[src/rtl/ex_muldiv_unit_pkg.sv]
// Shared op_type encodings, FSM state type and constants for the EX-stage
// multiply/divide unit; also imported by the ID decoder and hazard unit.
package ex_muldiv_unit_pkg;

    localparam logic [3:0] OP_NOP   = 4'd0;
    localparam logic [3:0] OP_MULT  = 4'd9;
    localparam logic [3:0] OP_MULTU = 4'd10;
    localparam logic [3:0] OP_DIV   = 4'd11;
    localparam logic [3:0] OP_DIVU  = 4'd12;
    localparam logic [3:0] OP_MFHI  = 4'd13;
    localparam logic [3:0] OP_MFLO  = 4'd14;

    // LO value left behind by any divide whose divisor is zero
    localparam logic [31:0] DIV0_LO = 32'hFFFFFFFF;

    typedef enum logic [1:0] {
        ST_IDLE,
        ST_MUL,
        ST_DIV,
        ST_FIX
    } state_t;

    function automatic logic is_muldiv(input logic [3:0] op);
        return (op == OP_MULT) || (op == OP_MULTU) || (op == OP_DIV) || (op == OP_DIVU);
    endfunction

    function automatic logic is_mf(input logic [3:0] op);
        return (op == OP_MFHI) || (op == OP_MFLO);
    endfunction

endpackage

[src/rtl/ex_muldiv_unit_if.sv]
// ID2EX-side view of the multiply/divide unit: issued operation and operands
// in, stall request, HI/LO and MFHI/MFLO read data out.
interface ex_muldiv_unit_if #(
    parameter int XLEN = 32
);

    logic [3:0]      op_type;
    logic [XLEN-1:0] register_1;
    logic [XLEN-1:0] register_2;
    logic            busy;
    logic [XLEN-1:0] mf_result;
    logic            mf_valid;
    logic [XLEN-1:0] hi;
    logic [XLEN-1:0] lo;

    modport master (
        output op_type, register_1, register_2,
        input  busy, mf_result, mf_valid, hi, lo
    );

    modport slave (
        input  op_type, register_1, register_2,
        output busy, mf_result, mf_valid, hi, lo
    );

endinterface

[src/rtl/ex_muldiv_unit.sv]
// Iterative radix-2 multiply / restoring divide on operand magnitudes, with a
// final sign-fix cycle that writes the architectural HI/LO registers.
module ex_muldiv_unit
    import ex_muldiv_unit_pkg::*;
#(
    parameter int XLEN  = 32,
    parameter int CNT_W = 5
) (
    input  logic             clk,
    input  logic             reset,
    ex_muldiv_unit_if.slave  bus
);

    state_t            state;
    state_t            state_next;
    logic [CNT_W-1:0]  cnt;
    logic [XLEN-1:0]   operand;
    logic [2*XLEN-1:0] acc;
    logic              op_div_q;
    logic              prod_neg;
    logic              rem_neg;
    logic              div_zero;
    logic [XLEN-1:0]   hi_q;
    logic [XLEN-1:0]   lo_q;

    logic              start;
    logic              last_iter;
    logic              op_signed;
    logic              op_is_div;
    logic [XLEN-1:0]   rs_mag;
    logic [XLEN-1:0]   rt_mag;

    logic [XLEN:0]     mul_sum;
    logic [2*XLEN-1:0] mul_next;
    logic [XLEN:0]     div_shift;
    logic [XLEN+1:0]   div_diff;
    logic              div_ge;
    logic [2*XLEN-1:0] div_next;
    logic [2*XLEN-1:0] prod_fixed;
    logic [XLEN-1:0]   quo_fixed;
    logic [XLEN-1:0]   rem_fixed;

    always_comb begin
        start     = (state == ST_IDLE) && is_muldiv(bus.op_type);
        last_iter = (cnt == CNT_W'(XLEN - 1));
        op_signed = (bus.op_type == OP_MULT) || (bus.op_type == OP_DIV);
        op_is_div = (bus.op_type == OP_DIV) || (bus.op_type == OP_DIVU);
        rs_mag    = (op_signed && bus.register_1[XLEN-1]) ? -bus.register_1 : bus.register_1;
        rt_mag    = (op_signed && bus.register_2[XLEN-1]) ? -bus.register_2 : bus.register_2;
    end

    // Multiply keeps {partial product, remaining multiplier} in acc and shifts
    // right; divide keeps {remainder, dividend/quotient} and shifts left.
    always_comb begin
        mul_sum   = {1'b0, acc[2*XLEN-1:XLEN]} + (acc[0] ? {1'b0, operand} : '0);
        mul_next  = {mul_sum, acc[XLEN-1:1]};
        div_shift = {acc[2*XLEN-1:XLEN], acc[XLEN-1]};
        div_diff  = {1'b0, div_shift} - {2'b00, operand};
        div_ge    = ~div_diff[XLEN+1];
        div_next  = {(div_ge ? div_diff[XLEN-1:0] : div_shift[XLEN-1:0]), acc[XLEN-2:0], div_ge};
    end

    always_comb begin
        prod_fixed = prod_neg ? -acc : acc;
        rem_fixed  = rem_neg ? -acc[2*XLEN-1:XLEN] : acc[2*XLEN-1:XLEN];
        quo_fixed  = prod_neg ? -acc[XLEN-1:0] : acc[XLEN-1:0];
        if (div_zero) begin
            quo_fixed = DIV0_LO;
        end
    end

    always_ff @(posedge clk) begin
        if (reset) begin
            state <= ST_IDLE;
        end else begin
            state <= state_next;
        end
    end

    always_comb begin
        state_next = state;
        case (state)
            ST_IDLE: begin
                if (start) begin
                    state_next = op_is_div ? ST_DIV : ST_MUL;
                end
            end
            ST_MUL, ST_DIV: begin
                if (last_iter) begin
                    state_next = ST_FIX;
                end
            end
            ST_FIX:  state_next = ST_IDLE;
            default: state_next = ST_IDLE;
        endcase
    end

    // Operand capture on start, one iteration per cycle, HI/LO written only
    // on the edge leaving FIX.
    always_ff @(posedge clk) begin
        if (reset) begin
            cnt      <= '0;
            operand  <= '0;
            acc      <= '0;
            op_div_q <= 1'b0;
            prod_neg <= 1'b0;
            rem_neg  <= 1'b0;
            div_zero <= 1'b0;
            hi_q     <= '0;
            lo_q     <= '0;
        end else begin
            case (state)
                ST_IDLE: begin
                    if (start) begin
                        cnt      <= '0;
                        operand  <= op_is_div ? rt_mag : rs_mag;
                        acc      <= {{XLEN{1'b0}}, (op_is_div ? rs_mag : rt_mag)};
                        op_div_q <= op_is_div;
                        prod_neg <= op_signed && (bus.register_1[XLEN-1] ^ bus.register_2[XLEN-1]);
                        rem_neg  <= op_signed && bus.register_1[XLEN-1];
                        div_zero <= op_is_div && (bus.register_2 == '0);
                    end
                end
                ST_MUL: begin
                    acc <= mul_next;
                    cnt <= cnt + 1'b1;
                end
                ST_DIV: begin
                    acc <= div_next;
                    cnt <= cnt + 1'b1;
                end
                ST_FIX: begin
                    cnt <= '0;
                    if (op_div_q) begin
                        hi_q <= rem_fixed;
                        lo_q <= quo_fixed;
                    end else begin
                        hi_q <= prod_fixed[2*XLEN-1:XLEN];
                        lo_q <= prod_fixed[XLEN-1:0];
                    end
                end
                default: cnt <= '0;
            endcase
        end
    end

    always_comb begin
        bus.busy      = start || (state != ST_IDLE);
        bus.mf_valid  = (state == ST_IDLE) && is_mf(bus.op_type);
        bus.mf_result = '0;
        if (bus.mf_valid) begin
            bus.mf_result = (bus.op_type == OP_MFHI) ? hi_q : lo_q;
        end
        bus.hi = hi_q;
        bus.lo = lo_q;
    end

endmodule

[src/flat_wrapper.sv]
// flat-port wrapper written by rule: the top's interface ports become plain ports
module ex_muldiv_unit_flat import ex_muldiv_unit_pkg::*;
#(
    parameter int XLEN  = 32,
    parameter int CNT_W = 5
)
  (clk, reset, bus_op_type, bus_register_1, bus_register_2, bus_busy, bus_mf_result, bus_mf_valid, bus_hi, bus_lo);
  ex_muldiv_unit_if #(.XLEN(XLEN)) bus_i ();
  input  logic clk;
  input  logic reset;
  input wire logic [$bits(bus_i.op_type)-1:0] bus_op_type;
  input wire logic [$bits(bus_i.register_1)-1:0] bus_register_1;
  input wire logic [$bits(bus_i.register_2)-1:0] bus_register_2;
  output wire logic [$bits(bus_i.busy)-1:0] bus_busy;
  output wire logic [$bits(bus_i.mf_result)-1:0] bus_mf_result;
  output wire logic [$bits(bus_i.mf_valid)-1:0] bus_mf_valid;
  output wire logic [$bits(bus_i.hi)-1:0] bus_hi;
  output wire logic [$bits(bus_i.lo)-1:0] bus_lo;
  assign bus_i.op_type = bus_op_type;
  assign bus_i.register_1 = bus_register_1;
  assign bus_i.register_2 = bus_register_2;
  assign bus_busy = bus_i.busy;
  assign bus_mf_result = bus_i.mf_result;
  assign bus_mf_valid = bus_i.mf_valid;
  assign bus_hi = bus_i.hi;
  assign bus_lo = bus_i.lo;
  ex_muldiv_unit #(.XLEN(XLEN), .CNT_W(CNT_W)) u_core (.clk(clk), .reset(reset), .bus(bus_i));
endmodule
[config.mk]
export PLATFORM = sky130hd
export DESIGN_NAME = ex_muldiv_unit_flat
export DESIGN_NICKNAME = d
export VERILOG_FILES = /design/src/rtl/ex_muldiv_unit_pkg.sv /design/src/rtl/ex_muldiv_unit_if.sv /design/src/rtl/ex_muldiv_unit.sv /design/src/flat_wrapper.sv
export SDC_FILE = /design/constraint.sdc
export NUM_CORES = 1
export LEC_CHECK = 0
export CAP_MARGIN = 0
export CORE_AREA = 2 2 140 211
export CTS_CLUSTER_DIAMETER = 40
export DETAILED_ROUTE_END_ITERATION = 12
export DIE_AREA = 0 0 142 213
export GPL_TIMING_DRIVEN = 0
export PLACE_DENSITY_LB_ADDON = 0.12
export SLEW_MARGIN = 20
export SYNTH_ARGS = -nofsm -noshare
export SYNTH_HDL_FRONTEND = slang
export SYNTH_SLANG_ARGS = --single-unit
export TNS_END_PERCENT = 1
[constraint.sdc]
create_clock -name clk -period 3 [get_ports clk]
set_clock_uncertainty 0.15 [all_clocks]
set_input_delay 0.6 -clock clk [delete_from_list [all_inputs] [get_ports clk]]
set_output_delay 0.6 -clock clk [all_outputs]
set_load 0.02 [all_outputs]
## Yosys cells after proc, flatten, opt, wreduce, memory -nomap -nowiden

Cells that the tools add are included.

| word-level totals | value |
|---|---|
| register bits after elaboration | 171 |
| input port bits | 70 |
| output and inout port bits | 98 |
| word-level logic and storage cells | 75 |

| cells by class | value |
|---|---|
| $add $sub $neg | 8 |
| equality and inequality tests | 12 |
| mux-type cells | 22 |
| bitwise operators | 2 |
| reductions and logical operators | 21 |

Operators with widths:

| cell | number |
|---|---|
| 32-bit two-way mux | 13 |
| 64-bit case mux with 3 select lines | 1 |
| 64-bit two-way mux | 2 |
| 32-bit negator | 4 |
| 64-bit negator | 1 |
| 33-bit by 32-bit subtractor with 34-bit output | 1 |
| 32-bit by 33-bit adder with 33-bit output | 1 |
| 32-bit logical NOT | 1 |
| 4-bit == test, second input constant | 6 |
| 5-bit case mux with 3 select lines | 1 |
| 1-bit logical OR | 7 |
| 1-bit logical AND | 6 |
| 2-bit two-way mux | 3 |
| 2-bit case mux with 3 select lines | 1 |
| 2-bit AND reduction | 3 |
| 5-bit by 1-bit adder with 5-bit output, second input constant | 1 |
| 5-bit == test, second input constant | 1 |
| 5-bit two-way mux | 1 |
| 2-bit == test, second input constant | 2 |
| 2-bit by 1-bit != test with 1-bit output, second input constant | 2 |
| 3-bit nonzero test | 1 |
| 2-bit by 1-bit == test with 1-bit output, second input constant | 1 |
| 2-bit logical NOT | 1 |
| 2-bit nonzero test | 1 |
| 3 further kinds | 3 |

## Longest topological paths before layout

| depth | value |
|---|---|
| depth after elaboration | 7 |
| mapped depth | 14 |
| mapped depth without buffers | 13 |

## Worst setup path before layout

OpenSTA, ideal clock, no wires.

| timing | value |
|---|---|
| path type | reg2reg |
| from | register u_core.acc[9] |
| to | register u_core.hi_q[13] (netlist: u_core.bus.hi[13]) |
| library setup time | 0.086 ns |
| arrival | 2.882 ns |
| required time | 2.764 ns |
| path slack | -0.118 ns |
| cell stages (with the launch flop) | 11 |
| path buffers | 1 |
| clock period less this slack | 3.118 ns |
| path through | dfxtp_1 buf_6 or4_4 or4_4 nor2_2 nand2_4 or4_4 o31ai_4 a41oi_2 xnor2_1 a211oi_1 |

| on the way | value |
|---|---|
| word-level cells in the longest chain between the ends | 3 |

Ends and longest elaborated chain:

| what | RTL line | text |
|---|---|---|
| from (decl) | ex_muldiv_unit.sv:18 | `logic [2*XLEN-1:0] acc;` |
| from (signal assigned) | ex_muldiv_unit.sv:117 | `acc <= {{XLEN{1'b0}}, (op_is_div ? rs_mag : rt_mag)};` |
| from (signal assigned) | ex_muldiv_unit.sv:125 | `acc <= mul_next;` |
| from (signal assigned) | ex_muldiv_unit.sv:129 | `acc <= div_next;` |
| 64-bit negator | ex_muldiv_unit.sv:64 | `prod_fixed = prod_neg ? -acc : acc;` |
| 64-bit two-way mux | ex_muldiv_unit.sv:64 |  |
| 32-bit two-way mux | ex_muldiv_unit.sv:134 | `if (op_div_q) begin` |
| to (signal assigned) | ex_muldiv_unit.sv:135 | `hi_q <= rem_fixed;` |
| to (signal assigned) | ex_muldiv_unit.sv:138 | `hi_q <= prod_fixed[2*XLEN-1:XLEN];` |
| to (decl) | ex_muldiv_unit.sv:23 | `logic [XLEN-1:0] hi_q;` |

No other way between the ends.
A chain may end at the register's enable or synchronous reset.

## Final worst setup path

| timing | value |
|---|---|
| from | register u_core.acc[0] |
| to | register u_core.acc[56] |

| on the way | value |
|---|---|
| word-level cells in the longest chain between the ends | 3 |

Ends and longest elaborated chain:

| what | RTL line | text |
|---|---|---|
| 32-bit two-way mux | ex_muldiv_unit.sv:55 | `mul_sum = {1'b0, acc[2*XLEN-1:XLEN]} + (acc[0] ? {1'b0, operand} : '0);` |
| 32-bit by 33-bit adder with 33-bit output | ex_muldiv_unit.sv:55 |  |
| 64-bit case mux with 3 select lines | ex_muldiv_unit.sv:112 | `case (state)` |

No other way between the ends.

==> results.md <==
- Global-route wire length before repair: 94.5 mm
- Total power: 11.6 mW
- Area Overhead vs Synth: 28.0%
- Number of synthesized flops with an enable pin: 0
- Mapped Nets: 2159
- Worst-path clk slew: 0.08 ns
- Main synth FF type: dfxtp_1
- Worst EP required: 3.20 ns
- Synth Area per Inst: 7.24 sq um
- Final #Nets: 2366
- Finished Cell Area: approximately 19000 sq um
- H-tree levels: 4
- CP Launch Type: register
- Status: complete, but fails checks
- Hpwl dp: roughly 51 mm
- Finished Core Util: 65.6%
- Drt drc: 0
- HP Class: register to register
- Clk buf depth: 2
- CP arrival: around 3.5 ns
- Part of the Yosys area used for sequential elements: between 20% and 30%
- Final Hold Fails: 0
- Antenna violations before repair: 0
- Vias per inst: between 6 and 7
- # clock sinks: 171
- Period Utilization, post-route: 110%
- Largest cells by area after synthesis: dfxtp_1, nor2_1, ha_1
- Core area: around 28000 sq um
- Initial Utilization: between 50% and 60%
- DR vias: 17.1k
- Pre-Repair DR Iteration Count: 8
- Worst ir drop on vdd: 483 uV
- Fraction of registers with async set/reset: 0%
- Pwr per Cell Area: about 620 nW/um^2
- Cell taking the most area after synthesis: dfxtp_1
- Max-slew violation count: 0
- Detailed Route WL: 64.4 mm
- Flops & latches, synth: 171
- Fraction of layout cells with a size suffix above 1: 15.8%
- Inserted Diodes: 0
- Critical setup path kind: register to register
- Port bufs: 165
- Chip width: ~140 um
- Die height: 213 um
- Final Wtd Congestion: 1.02
- Setup-failing EPs final: 67
- DR WL/cell: roughly 25 um
- Peak Freq: 0.304 GHz
- Placed cell area: 16700 sq um
- Max-Cap Viols: 0
- Share of the synthesized area in the top cell type: roughly a quarter
- GRT Util Overall: 41.2%
- Distinct cells, synth: 80
- TritonCTS clock tree: done
- P_leak: approximately 7.2 nW
- IO Count: 168
- Row cnt: 76
- Post-route insts no fill: 2584
- Commonest non-fill, non-tap cell in the layout: nor2_1
- Final WS setup: -0.291 ns
- RSZ-0062 raised after global routing: yes
- Post-placement cell count: 2529
- CTS Buf Count: 17
- DP Worst Slack: -1.57 ns
- Failing checks: negative setup slack
- Crit-path max FO: 6
- Least-Margin Pin Slew: 0.880 ns
- Root Buffer: clkbuf_16
- Starting DRT DRC Count: approximately 1.9k
- Syn. warnings: 0
- Slew HR: 41.3%
- CP Capture Type: register
- Min Tclk post-route: around 3.3 ns
- Largest net degree at the start of global routing: 20
- GRT overflow: 0
- Leading cell types in the layout, fill and taps excluded: nor2_1, nand2_1, a21oi_1
- Syn Std Cell Area: ~15000 sq um
- Die Footprint: 30200 sq um
- Synthesized instance count: ~2k
- Vias in the first global route: 16.3k
- Clock Latency Late Sink: 0.46 ns
- Antenna-violating nets left: 0
- CTS Hold Bufs: 0
==> routing by layer <==
metal | wire, um | vias up | global-route usage (%)
met5 | 0 | - | 0
met2 | 31000 | 930 | 68.9
met3 | 4680 | 279 | 6.26
met1 | 23100 | 8122 | 46.3
met4 | 5610 | 0 | 33.3
li1 | - | 7752 | -
==> repair_timing <==
action,4_1_cts,5_1_grt
gates resized for setup,286,181
endpoints found under the setup margin,161,152
setup buffers,26,11
pin swaps,40,45
cloned,0,1
==> sequential cells by signal, indices dropped and copies added, names as in the netlist <==
name,cells
u_core.prod_neg,1
u_core.op_div_q,1
u_core.bus.lo,32
u_core.state,2
u_core.operand,32
u_core.div_zero,1
u_core.bus.hi,32
u_core.rem_neg,1
u_core.acc,64
u_core.cnt,5
==> cells in the mapped netlist (22+ instances only) <==
cell type,number
nor3_1,45
nand2_1,193
xor2_1,93
dfxtp_1,171
a222oi_1,34
a21oi_1,175
a22oi_1,27
a211oi_1,71
inv_1,66
a22o_1,24
o31ai_1,23
clkbuf_1,137
or3_1,26
nand4_1,22
ha_1,74
nand3_1,22
o21ai_0,118
mux2i_1,25
a21o_1,29
nor2_1,277
xnor2_1,76
==> through the flow <==
| stage | hold WS, ns | TNS (ns) |
|---|---|---|
| 2_1_floorplan | 0.282 | -0.267 |
| 3_3_place_gp | 0.289 | -141.63 |
| 3_5_place_dp | 0.296 | -139.10 |
| 4_1_cts | 0.305 | -6.17 |
| 5_1_grt | 0.342 | -14.31 |
| 6_report | 0.305 | -8.00 |
==> critical path: stages (launching register included) <==
cell and delay [ns]:
dfxtp_4 0.41, clkinvlp_4 0.11, buf_12 0.15, buf_8 0.14, nor2_4 0.12, ha_4 0.24, a21oi_4 0.17, nand2_1 0.07
a211o_1 0.33, o211ai_1 0.21, buf_4 0.18, a21oi_4 0.06, o211ai_1 0.27, and3_1 0.22, o21ai_2 0.07, a221oi_1 0.28
==> final timing paths <==
path         slack (ns)          startpoint  depth (start not counted)                  to
max reg2reg       -0.29       u_core.acc[0]                         15      u_core.acc[56]
min reg2reg        0.30  u_core.operand[30]                          2  u_core.operand[30]
min                0.30  u_core.operand[30]                          2  u_core.operand[30]
max               -0.29       u_core.acc[0]                         15      u_core.acc[56]
==> logic make-up after synthesis <==
logic type,synth area share [%]
multiplexers,2.10
adder cells (fa/ha/maj),6.63
flip-flops,23.5
AND/OR/NAND/NOR,22.4
XOR/XNOR,10.2
buffers and inverters,5.66
AO/OA/AOI/OAI,29.6
==> where the power goes <==
part           internal, mW  switching, mW
Clock                  1.21           1.16
Combinational          2.35           3.78
Sequential             2.64          0.481
==> layout make-up <==
| cell class | count | area (sq um) |
|---|---|---|
| Fill cell | 2573 | 9770 |
| Inverter | 66 | 251 |
| Sequential cell | 171 | 3480 |
| Multi-Input combinational cell | 1628 | 11400 |
| Clock buffer | 17 | 425 |
| Clock inverter | 15 | 194 |
| Timing Repair Buffer | 203 | 1860 |
| Buffer | 133 | 634 |
| Tap cell | 351 | 439 |
(Power assumes the default switching activity.)
